`src/rtl/fetch_queue.sv`:
```
// fetch_queue: instruction prefetch stage ahead of Fetch.
//
// Owns the fetch PC and issues one request at a time to instruction memory
// over a req/ack handshake. Returned {pc, instr} pairs land in a DEPTH-entry
// FIFO whose head is presented to Fetch/Decode. A redirect (taken branch or
// jump from Execute) flushes the FIFO and turns any in-flight request stale.
//
// Ports:
//   clk, reset            clock, async active-low reset
//   imem_req/imem_addr    request outstanding / its address
//   imem_ack/imem_rdata   response strobe / instruction word
//   redirect/redirect_pc  taken branch/jump and its target
//   stall                 consumer not taking the head entry this cycle
//   instr_valid           FIFO not empty
//   instr/pc/pc_plus4     head entry (all zero when empty)
module fetch_queue #(
  parameter int          DEPTH    = 4,
  parameter logic [31:0] RESET_PC = 32'h0000_0000
) (
  input  logic        clk,
  input  logic        reset,
  output logic        imem_req,
  output logic [31:0] imem_addr,
  input  logic        imem_ack,
  input  logic [31:0] imem_rdata,
  input  logic        redirect,
  input  logic [31:0] redirect_pc,
  input  logic        stall,
  output logic        instr_valid,
  output logic [31:0] instr,
  output logic [31:0] pc,
  output logic [31:0] pc_plus4
);

  localparam int AW = $clog2(DEPTH);
  localparam int CW = AW + 1;

  localparam logic [1:0] S_IDLE = 2'd0;
  localparam logic [1:0] S_BUSY = 2'd1;
  localparam logic [1:0] S_DROP = 2'd2;

  typedef struct packed {
    logic [31:0] pc;
    logic [31:0] instr;
  } entry_t;

  logic [1:0]    state_q, state_d;
  logic [31:0]   fpc_q, fpc_d;
  logic [31:0]   addr_q, addr_d;
  logic [AW-1:0] rd_ptr_q, rd_ptr_d;
  logic [AW-1:0] wr_ptr_q, wr_ptr_d;
  logic [CW-1:0] count_q, count_d;
  entry_t        mem_q [DEPTH];
  entry_t        mem_d [DEPTH];

  logic          pop, push, space;
  logic [CW-1:0] count_nxt;
  entry_t        head;

  assign instr_valid = (count_q != '0);
  assign pop         = instr_valid & ~stall & ~redirect;
  assign push        = imem_ack & (state_q == S_BUSY) & ~redirect;
  assign count_nxt   = count_q + CW'(push) - CW'(pop);
  // Issue only when the slot is guaranteed: with a single outstanding
  // request this is enough to make every accepted response fit.
  assign space       = (count_nxt < CW'(DEPTH));

  always_comb begin
    state_d  = state_q;
    fpc_d    = fpc_q;
    rd_ptr_d = rd_ptr_q;
    wr_ptr_d = wr_ptr_q;
    count_d  = count_q;
    mem_d    = mem_q;
    // Track the live request address so DROP can keep presenting it after
    // fpc has already moved to the redirect target.
    addr_d   = (state_q == S_BUSY) ? fpc_q : addr_q;

    if (redirect) begin
      fpc_d    = {redirect_pc[31:2], 2'b00};
      rd_ptr_d = '0;
      wr_ptr_d = '0;
      count_d  = '0;
      unique case (state_q)
        S_BUSY:  state_d = imem_ack ? S_IDLE : S_DROP;
        S_DROP:  state_d = imem_ack ? S_IDLE : S_DROP;
        default: state_d = S_IDLE;
      endcase
    end else begin
      if (pop) rd_ptr_d = rd_ptr_q + AW'(1);
      if (push) begin
        mem_d[wr_ptr_q] = '{pc: fpc_q, instr: imem_rdata};
        wr_ptr_d        = wr_ptr_q + AW'(1);
        fpc_d           = fpc_q + 32'd4;
      end
      count_d = count_nxt;
      unique case (state_q)
        S_IDLE:  state_d = space ? S_BUSY : S_IDLE;
        S_BUSY:  if (imem_ack) state_d = space ? S_BUSY : S_IDLE;
        S_DROP:  if (imem_ack) state_d = S_IDLE;
        default: state_d = S_IDLE;
      endcase
    end
  end

  always_ff @(posedge clk or negedge reset) begin
    if (!reset) begin
      state_q  <= S_IDLE;
      fpc_q    <= RESET_PC;
      addr_q   <= '0;
      rd_ptr_q <= '0;
      wr_ptr_q <= '0;
      count_q  <= '0;
      for (int i = 0; i < DEPTH; i++) mem_q[i] <= '0;
    end else begin
      state_q  <= state_d;
      fpc_q    <= fpc_d;
      addr_q   <= addr_d;
      rd_ptr_q <= rd_ptr_d;
      wr_ptr_q <= wr_ptr_d;
      count_q  <= count_d;
      mem_q    <= mem_d;
    end
  end

  assign imem_req  = (state_q == S_BUSY) | (state_q == S_DROP);
  assign imem_addr = (state_q == S_BUSY) ? fpc_q : addr_q;

  // Head is purely registered state; imem_rdata never reaches it directly.
  assign head     = mem_q[rd_ptr_q];
  assign instr    = instr_valid ? head.instr : 32'h0;
  assign pc       = instr_valid ? head.pc : 32'h0;
  assign pc_plus4 = instr_valid ? (head.pc + 32'd4) : 32'h0;

endmodule

```
`config.mk`:
```
export PLATFORM = sky130hd
export DESIGN_NAME = fetch_queue
export DESIGN_NICKNAME = d
export VERILOG_FILES = /design/src/rtl/fetch_queue.sv
export SDC_FILE = /design/constraint.sdc
export NUM_CORES = 1
export LEC_CHECK = 0
export ABC_AREA = 0
export CORE_ASPECT_RATIO = 0.7
export CORE_MARGIN = 4
export CORE_UTILIZATION = 50
export CTS_CLUSTER_DIAMETER = 30
export CTS_CLUSTER_SIZE = 24
export DETAILED_ROUTE_END_ITERATION = 12
export GPL_TIMING_DRIVEN = 1
export PLACE_DENSITY_LB_ADDON = 0.12
export RECOVER_POWER = 100
export SLEW_MARGIN = 15
export SYNTH_ARGS = -nofsm -noshare
export SYNTH_HDL_FRONTEND = slang
export SYNTH_SLANG_ARGS = --single-unit
```
`constraint.sdc`:
```
create_clock -name clk -period 7.5 [get_ports clk]
set_clock_uncertainty 0.15 [all_clocks]
set_input_delay 1.125 -clock clk [delete_from_list [all_inputs] [get_ports clk]]
set_output_delay 1.125 -clock clk [all_outputs]
set_load 0.02 [all_outputs]
```
==> metrics, run 1 <==
outcome=complete, but fails checks; failing checks=max-capacitance violations, max-slew violations; Peak VDD IR=0.0002219 V; first-pass GRT wire length=60.06 mm; Final setup viols=0; CP Max Fanout=36; Fin Setup TNS=0 ns; Row Count=53; pwr/cell area=407.3 mW/mm²; Reg area=0.007988 mm²; flip-flop and latch count after synthesis=319; hold path cells=2; CTS tree=yes; max_slew headroom=-233.5%; GRT overflow=0; Max Cap Viol=7; gr usage total=22.62%; DP HPWL=23.51 mm; RSZ-0062 raised after global routing=false; crit path DAT=4.95 ns; 1st-iter DRT viols=731; Die W=216.9 µm; Clock Latency Late Sink=0.56 ns; Reg clk slew, reported paths=0.05 ns; Synth Instances=1156; Synth cell types=42; IO Pins=199; via count=10050; synthesized area=0.01527 mm²; DRC violation count after routing=0; TritonCTS Buffers=54; maximum clock rate=0.1608 GHz; via count of the first global-routing pass=10767; placeable core area=0.03004 mm²; share of flip-flops with an asynchronous set or reset=100.0%; fraction of layout cells with a size suffix above 1=30.32%; CP Capture Type=output port; antenna viol nets, final=0; number of port buffers=192; YS warnings=0; final hold slack=0.3212 ns; Multi-input gate area=0.006847 mm²; min-delay worst type=flip-flop to flip-flop; post-cts sizing count=0; startpoint types=flip-flop; Post-synth EDFFs=0; final hold vios=0; most frequent cells in the layout=dfrtp_1, mux2_2, dlygate4sd3_1, clkdlybuf4s50_1, nand2_1; chip height=154.2 µm; Worst Tran Pin Value=5.002 ns; global placement routability congestion=0.7717; drt first pass iters=4; area grow syn2layout=26.65%; CTS Root Cell=clkbuf_16; drt wl/cell=20.96 µm; clock sink count=319; R2R depth=8; sequential-to-total area share from yosys stat=52.27%; Post-CTS Setup Inserts=0; CTS Hold Bufs=0; FILL cells=2370; CP Data Required Time=6.22 ns; initial core utilization=50.84%; Leak=8.713 nW; min Tclk post-route=6.220 ns; total die area=0.03345 mm²; most common cell after layout, fill and taps aside=dfrtp_1; Via density=5.630; number of antenna violations at the first check in global routing=0; Total Wirelength=37.41 mm; crit path kind=flip-flop to output port; period utilization=82.94%; Layout Nets=1409; syn_area_per_cell=13.21 µm²; largest net degree at the start of global routing=151; CTS max path bufs=3; ys flop type=dfrtp_1; Slew Viols, Final=427; H-tree Lvls=2
[path summary, 6_finish.rpt]
path | start | to | slack [ns]
setup reg to reg | state_q[1] | mem_q[212] | 1.45
setup / recovery | rd_ptr_q[0] | instr[31] | 1.28
max in group asynchronous | reset | rd_ptr_q[1] | 1.89
hold reg to reg | mem_q[180] | mem_q[180] | 0.32
hold / removal | mem_q[180] | mem_q[180] | 0.32
min in group asynchronous | reset | mem_q[193] | 2.45
[critical path: stages, from the launching register on]
cell	delay, ns
dfrtp_4	0.91
clkbuf_1	1.92
mux4_2	0.70
and2_1	0.19
dlygate4sd3_1	0.65
[synth_stat cells, types with 2 or more instances]
library cell  number  area share [%]
mux4_2            53             7.8
mux4_1             9             1.5
o31ai_1            6            0.29
and4_1             5            0.29
nor3_1            10            0.33
buf_6              2            0.15
or3_1             13            0.53
ha_1              11            0.90
buf_4              6            0.29
o21ai_0           49             1.6
mux2_2           268              20
xor2_1            18             1.0
nand3_1           19            0.62
nand4bb_1          3            0.22
a31oi_1            8            0.33
nand4_1           14            0.57
a21oi_1           12            0.39
buf_2             12            0.39
buf_1              5            0.12
nor4_1            10            0.41
and3_1             4            0.16
dfrtp_1          319              52
xnor2_1           19             1.1
and2_1            58             2.4
or4_4              2            0.15
nand2_1           71             1.7
clkbuf_1          63             1.5
o41ai_1            2            0.11
nor2b_1            3            0.12
inv_1             18            0.44
or4_1             11            0.54
or2_2              2           0.082
nor2_1            42             1.0
[layout make-up]
| cell class | instances | share of cell area (%) |
|---|---|---|
| flip-flops and latches | 319 | 41.29 |
| multi-input cells | 733 | 35.39 |
| repair buffers | 202 | 10.29 |
| clock buffers | 68 | 7.885 |
| well taps | 412 | 2.665 |
| clock inverters | 32 | 2.109 |
| inverters | 18 | 0.3493 |
| diodes | 1 | 0.01294 |
[registers in the layout, indices dropped and copies added (netlist names)]
signal    flops
fpc_q        30
rd_ptr_q      2
state_q       2
addr_q       32
mem_q       248
wr_ptr_q      2
count_q       3
[per-stage QoR]
step	total power, mW	utilization, %	setup slack (ns)	area (µm²)	std cells
final	7.879	64.39	1.280	19340	1785
after detailed placement	5.493	58.07	2.321	17440	1684
after global routing	8.300	64.38	0.7686	19340	1784
after global placement	5.445	58.07	2.359	17440	1684
after floorplan	4.245	-	3.532	15280	1159
after CTS	8.111	64.51	1.689	19380	1784
[logic make-up (layout without fill, tap and decap cells)]
logic type	Yosys count	in the layout	synth area share, %
muxes	331	331	29.19
DFF	319	319	52.27
and+or+nand+nor	270	270	9.437
buffers and inverters	107	320	3.080
AOI/OAI and AO/OA	79	79	2.851
xor gates and xnor gates	37	37	2.122
adders and majority gates	12	12	1.032
other	1	5	0.02455
[report_power, final]
part	total (mW)	switching [mW]	internal, mW
clock network	2.57	0.874	1.69
logic	2.90	1.53	1.38
registers	2.41	0.270	2.14
total	7.88	2.67	5.21
[metal layers]
metal,track usage (%),share of wire (%),up-vias
met5,0,0,-
met4,5.206,1.6,0
met3,5.499,5.9,52
met2,35.26,46,214
met1,32.65,46,5219
li1,-,-,4565
No activity file was read; power rests on OpenSTA's default activity.
==> run 2: changes to the inputs <==
==> constraint.sdc (replaced) <==
create_clock -name clk -period 6.35 [get_ports clk]
set_clock_uncertainty 0.15 [all_clocks]
set_input_delay 0.9525 -clock clk [delete_from_list [all_inputs] [get_ports clk]]
set_output_delay 0.9525 -clock clk [all_outputs]
set_load 0.02 [all_outputs]
==> metrics, run 2 (synthesis gave the netlist of run 1 again) <==
Critical-path top delay cell=dfrtp_1 (was clkbuf_1); Leak=8.554 nW (was 8.713 nW); Post-CTS Setup Inserts=0 (unchanged); chip height=154.2 µm (unchanged); CTS Root Cell=clkbuf_16 (unchanged); critical path buffer and inverter count=2 (unchanged); CTS Hold Bufs=0 (unchanged); initial core utilization=50.84% (unchanged); maximum clock rate=0.1743 GHz; Reg with most FFs=mem_q (unchanged); post-cts sizing count=0 (unchanged); CP Data Required Time=5.25 ns (was 6.22 ns); top flop regs=mem_q x248, addr_q x32, fpc_q x30 (unchanged); period utilization=90.33%; # diodes=0 (was 1); via count=10080 (was 10050); DRC violation count after routing=0 (unchanged); Total Wirelength=37.48 mm (was 37.41 mm); via count of the first global-routing pass=10476 (was 10767); RSZ-0062 raised after global routing=false (unchanged); Reg clk slew, reported paths=0.05 ns (about the same); 1st-iter DRT viols=636 (was 731); max_slew headroom=-135.3% (was -233.5%); final hold vios=0 (unchanged); number of antenna violations at the first check in global routing=1 (was 0); Non-Filler Instances=1782 (was 1785); DP HPWL=23.27 mm (was 23.51 mm); Final setup viols=0 (unchanged); most common cell after layout, fill and taps aside=dfrtp_1 (unchanged); Die W=216.9 µm (unchanged); gr usage total=22.54% (was 22.62%); antenna viol nets, final=0 (unchanged); CTS max path bufs=3 (unchanged); outcome=complete, but fails checks (unchanged); failing checks=max-capacitance violations, max-slew violations (unchanged); largest net degree at the start of global routing=128 (was 151); Max Cap Viol=7 (unchanged); FILL cells=2304 (was 2370); drt wl/cell=21.03 µm (was 20.96 µm); Multi-input gate area=0.006837 mm² (was 0.006847 mm²); most frequent cells in the layout=dfrtp_1, mux2_2, clkdlybuf4s50_1, dlygate4sd3_1, nand2_1 (was dfrtp_1, mux2_2, dlygate4sd3_1, clkdlybuf4s50_1, nand2_1); CP Capture Type=output port (unchanged); total die area=0.03345 mm² (unchanged); number of port buffers=192 (unchanged); Worst Tran Pin Value=3.521 ns (was 5.002 ns); max reg flops=248 (unchanged); first-pass GRT wire length=59.82 mm (was 60.06 mm); CP delay by family, top=buffers and inverters (unchanged); H-tree Lvls=2 (unchanged); drt first pass iters=5 (was 4); Cells after DPL=1683 (was 1684); CP Cell Sequence=buf_4, mux4_1, nand3_1, or3_1, nor3_1, mux2_2, dlygate4sd3_1 (was clkbuf_1, mux4_2, and2_1, dlygate4sd3_1); startpoint types=flip-flop (unchanged); Row Count=53 (unchanged); area grow syn2layout=26.00% (was 26.65%); Clock Latency Late Sink=0.56 ns (about the same); CP Max Fanout=47 (was 36); Layout Nets=1408 (was 1409); CP peak stage delay=0.90 ns (was 1.92 ns); min-delay worst type=flip-flop to flip-flop (unchanged); Fin Setup TNS=0 ns (unchanged); min Tclk post-route=5.736 ns; Reg area=0.007986 mm² (was 0.007988 mm²); Slew Viols, Final=480 (was 427); Via density=5.657 (was 5.630); placeable core area=0.03004 mm² (unchanged); pwr/cell area=478.8 mW/mm² (was 407.3 mW/mm²); GRT overflow=0 (unchanged); Peak VDD IR=0.0002877 V (was 0.0002219 V); clock sink count=319 (unchanged); fraction of layout cells with a size suffix above 1=29.71% (was 30.32%); TritonCTS Buffers=54 (unchanged); crit path kind=flip-flop to output port (unchanged); IO Pins=199 (unchanged); CTS tree=yes (unchanged); global placement routability congestion=0.8205 (was 0.7717); crit path DAT=4.63 ns (was 4.95 ns)
==> run 2: layout make-up <==
type / count / share of cell area [%]
clock buffer: 69 / 7.841
clock inverter: 30 / 1.742
inverter: 18 / 0.3511
multi-input combinational: 733 / 35.52
sequential: 319 / 41.50
tap: 412 / 2.679
timing repair buffer: 201 / 10.36
==> run 2: power by group <==
group	total, mW	internal [mW]	switching (mW)
Clock	2.91	1.89	1.02
Combinational	3.47	1.65	1.82
Sequential	2.83	2.53	0.308
==> run 2: worst reg2reg max path, stage by stage, from the launching register on <==
cell	delay (ns)
dfrtp_1	0.38
inv_1	0.10
ha_1	0.16
clkbuf_1	1.90
nand4_1	0.74
or4_1	0.76
or4_1	0.52
a31oi_1	0.17
==> run 2: path summary, 6_finish.rpt <==
| check | start | depth (start not counted) | slack [ns] | end |
|---|---|---|---|---|
| setup / recovery | rd_ptr_q[1] | 7 | 0.61 | pc_plus4[26] |
| hold / removal | mem_q[116] | 2 | 0.32 | mem_q[116] |
| setup reg to reg | state_q[1] | 7 | 1.39 | fpc_q[31] |
| hold reg to reg | mem_q[116] | 2 | 0.32 | mem_q[116] |
| max in group asynchronous | reset | 1 | 2.86 | mem_q[25] |
| min in group asynchronous | reset | 1 | 1.27 | mem_q[196] |
==> run 2: layer usage <==
metal	up-vias	track usage, %	routed length [µm]
li1	4528	-	-
met5	-	0	0
met4	0	4.994	542
met2	257	33.88	16860
met1	5248	34.37	18080
met3	47	4.517	1997
==> run 2: metrics by stage <==
step                instance area, µm²  util [%]  total power, mW  hold WS, ns  setup WS [ns]
finish                           19240     64.06            9.214       0.3236         0.6137
global route                     19240     64.06            9.696       0.3470         0.4113
CTS                              19290     64.23            9.443       0.3295         0.8343
detailed placement               17450     58.09            6.482       0.3165          1.445
global placement                 17450     58.09            6.423       0.3035          1.469
floorplan                        15280         -            5.014       0.2916          2.554
==> run 3: changes to the inputs <==
--- a/config.mk
+++ b/config.mk
@@ -5,7 +5,7 @@
 export SDC_FILE = /design/constraint.sdc
 export NUM_CORES = 1
 export LEC_CHECK = 0
-export ABC_AREA = 0
+export ABC_AREA = 1
 export CORE_ASPECT_RATIO = 0.7
 export CORE_MARGIN = 4
 export CORE_UTILIZATION = 50
==> metrics, run 3 <==
outcome=complete, but fails checks (unchanged); failing checks=max-capacitance violations, max-slew violations (unchanged); Post-synth top cells=nand2_1, o21ai_0, dfrtp_1 (was dfrtp_1, mux2_2, nand2_1); Peak VDD IR=0.0003352 V (was 0.0002877 V); P_int=5.840 mW (was 6.064 mW); synthesized area=0.01627 mm² (was 0.01527 mm²); share of flip-flops with an asynchronous set or reset=100.0% (unchanged); flip-flop and latch count after synthesis=319 (unchanged); most common cell after layout, fill and taps aside=nand2_1 (was dfrtp_1); TritonCTS Buffers=55 (was 54); min Tclk post-route=5.751 ns (was 5.736 ns); clock sink count=319 (unchanged); Synth cell types=36 (was 42); CTS tree=yes (unchanged); Post-synth EDFFs=0 (unchanged); Worst Tran Pin Value=3.354 ns (was 3.521 ns); global placement routability congestion=0.9529 (was 0.8205); most numerous cell in the Yosys netlist=nand2_1 (was dfrtp_1); met2 routed WL=19.53 mm (was 16.86 mm); Clock Latency Late Sink=0.57 ns (was 0.56 ns); Die W=223.6 µm (was 216.9 µm); ys flop type=dfrtp_1 (unchanged); DP HPWL=31.10 mm (was 23.27 mm); syn_area_per_cell=7.401 µm² (was 13.21 µm²); via count of the first global-routing pass=14504 (was 10476); Comb power frac=37.5% (was 37.6%); Via density=5.432 (was 5.657); drt wl/cell=17.02 µm (was 21.03 µm); fraction of layout cells with a size suffix above 1=5.371% (was 29.71%); CTS Root Cell=clkbuf_16 (unchanged); via count=15241 (was 10080); Layout Nets=2419 (was 1408); clock power share=31.9% (was 31.6%); P_sw=3.760 mW (was 3.150 mW); sequential-to-total area share from yosys stat=49.07% (was 52.27%); routed wl met3=4.455 mm (was 1.997 mm); RSZ-0062 raised after global routing=false (unchanged); YS warnings=0 (unchanged); GRT overflow=0 (unchanged); initial core utilization=51.45% (was 50.84%); maximum clock rate=0.1739 GHz (was 0.1743 GHz); Reg with most FFs=mem_q (unchanged); Final Util=63.74% (was 64.06%); Fin Setup TNS=0 ns (unchanged); r2r setup slk=1.21 ns (was 1.39 ns); pwr/cell area=476.3 mW/mm² (was 478.8 mW/mm²); IO Pins=199 (unchanged); CP Max Fanout=68 (was 47); placeable core area=0.03162 mm² (was 0.03004 mm²); Row Count=54 (was 53); Multi-input gate area=0.007189 mm² (was 0.006837 mm²); Flop pwr share=30.5% (was 30.8%); CTS max path bufs=3 (unchanged); CP Capture Type=flip-flop (was output port); gr usage total=26.47% (was 22.54%); number of antenna violations at the first check in global routing=1 (unchanged); fin area=0.02016 mm² (was 0.01924 mm²); crit path kind=primary input to flip-flop (was flip-flop to output port); first-pass GRT wire length=77.18 mm (was 59.82 mm); DRC violation count after routing=0 (unchanged); Final setup viols=0 (unchanged); sw frac=39.17% (was 34.18%); period utilization=90.57% (was 90.33%); Leak=9.553 nW (was 8.554 nW); met1 wire length=22.79 mm (was 18.08 mm); final hold vios=0 (unchanged); drt first pass iters=6 (was 5); max_slew headroom=-123.6% (was -135.3%); area grow syn2layout=23.90% (was 26.00%); post-cts sizing count=0 (unchanged); Max Cap Viol=8 (was 7); Synth area leader=dfrtp_1 (unchanged); min-delay worst type=primary input to asynchronous set/reset pin (was flip-flop to flip-flop); largest net degree at the start of global routing=139 (was 128); DP Worst Slack=1.481 ns (was 1.445 ns); Synth area leaders=dfrtp_1, nand2_1, o21ai_0 (was dfrtp_1, mux2_2, mux4_2); number of port buffers=192 (unchanged); Synth Instances=2198 (was 1156); Post-CTS Setup Inserts=0 (unchanged); chip height=158.9 µm (was 154.2 µm); DR top layer=met5 (was met4); top flop regs=mem_q x248, addr_q x32, fpc_q x30 (unchanged); top cell type's share of synthesized area=49.07% (was 52.27%); CP Data Required Time=6.60 ns (was 5.25 ns); Post-DP Area=0.01826 mm² (was 0.01745 mm²); CTS Hold Bufs=0 (unchanged); H-tree Lvls=2 (unchanged); final hold slack=0.2746 ns (was 0.3236 ns); Reg clk slew, reported paths=0.05 ns (about the same); 1st-iter DRT viols=1649 (was 636); FILL cells=2775 (was 2304); antenna viol nets, final=0 (unchanged); most frequent cells in the layout=nand2_1, o21ai_0, dfrtp_1, nor2_1, dlygate4sd3_1 (was dfrtp_1, mux2_2, clkdlybuf4s50_1, dlygate4sd3_1, nand2_1); post-route setup slack=0.5988 ns (was 0.6137 ns); Reg area=0.007988 mm² (was 0.007986 mm²); total die area=0.03553 mm² (was 0.03345 mm²); Total Wirelength=47.77 mm (was 37.48 mm); startpoint types=primary input (was flip-flop); max reg flops=248 (unchanged); Slew Viols, Final=559 (was 480); crit path DAT=6.00 ns (was 4.63 ns)
[run 3: metrics by stage]
step,std cells,total power [mW]
2_1_floorplan,2201,5.184
6_report,2806,9.600
3_5_place_dp,2701,6.653
4_1_cts,2803,9.768
3_3_place_gp,2701,6.574
5_1_grt,2803,10.19
[run 3: critical path, cell delays in order]
cell,delay (ns)
dlygate4sd3_1,0.52
clkbuf_1,1.12
nor2_2,0.05
clkbuf_1,0.49
nand2_1,1.63
clkbuf_4,0.96
o21ai_0,0.22
[run 3: path summary, 6_finish.rpt]
path                       startpoint          end  cells past startpoint
max                          redirect   mem_q[175]                      7
min                             reset   mem_q[196]                      1
max reg2reg                state_q[1]   mem_q[175]                      8
min reg2reg                mem_q[150]   mem_q[150]                      2
max in group asynchronous       reset  rd_ptr_q[0]                      2
min in group clk           mem_q[150]   mem_q[150]                      2
[run 3: power by group through the flow]
| stage | Combinational, mW | Sequential (mW) | Clock [mW] |
|---|---|---|---|
| floorplan | 2.36 | 2.83 | 0 |
| global placement | 3.65 | 2.93 | 0 |
| detailed placement | 3.70 | 2.95 | 0 |
| CTS | 3.73 | 2.92 | 3.11 |
| global route | 3.98 | 3.00 | 3.22 |
| finish | 3.60 | 2.93 | 3.07 |
[run 3: kinds of logic after synthesis]
family / synth area share [%]
AOI/OAI and AO/OA: 14.37
xor gates and xnor gates: 1.184
adders and majority gates: 0.9691
buffers and inverters: 6.791
DFF: 49.07
other: 0.02305
and+or+nand+nor: 27.59
[run 3: per-layer routing]
| metal | vias up | track usage (%) |
|---|---|---|
| met5 | - | 0 |
| met4 | 2 | 6.833 |
| met3 | 78 | 5.814 |
| met2 | 623 | 37.12 |
| met1 | 7200 | 41.57 |
| li1 | 7338 | - |
[run 3: layout make-up]
cell class              count  area share, %
flip-flops and latches    319          39.63
well taps                 420          2.607
repair buffers            208          10.04
clock inverters            33          2.080
clock buffers              69          7.642
diodes                      3        0.03725
multi-input cells        1633          35.67
inverters                 121          2.291
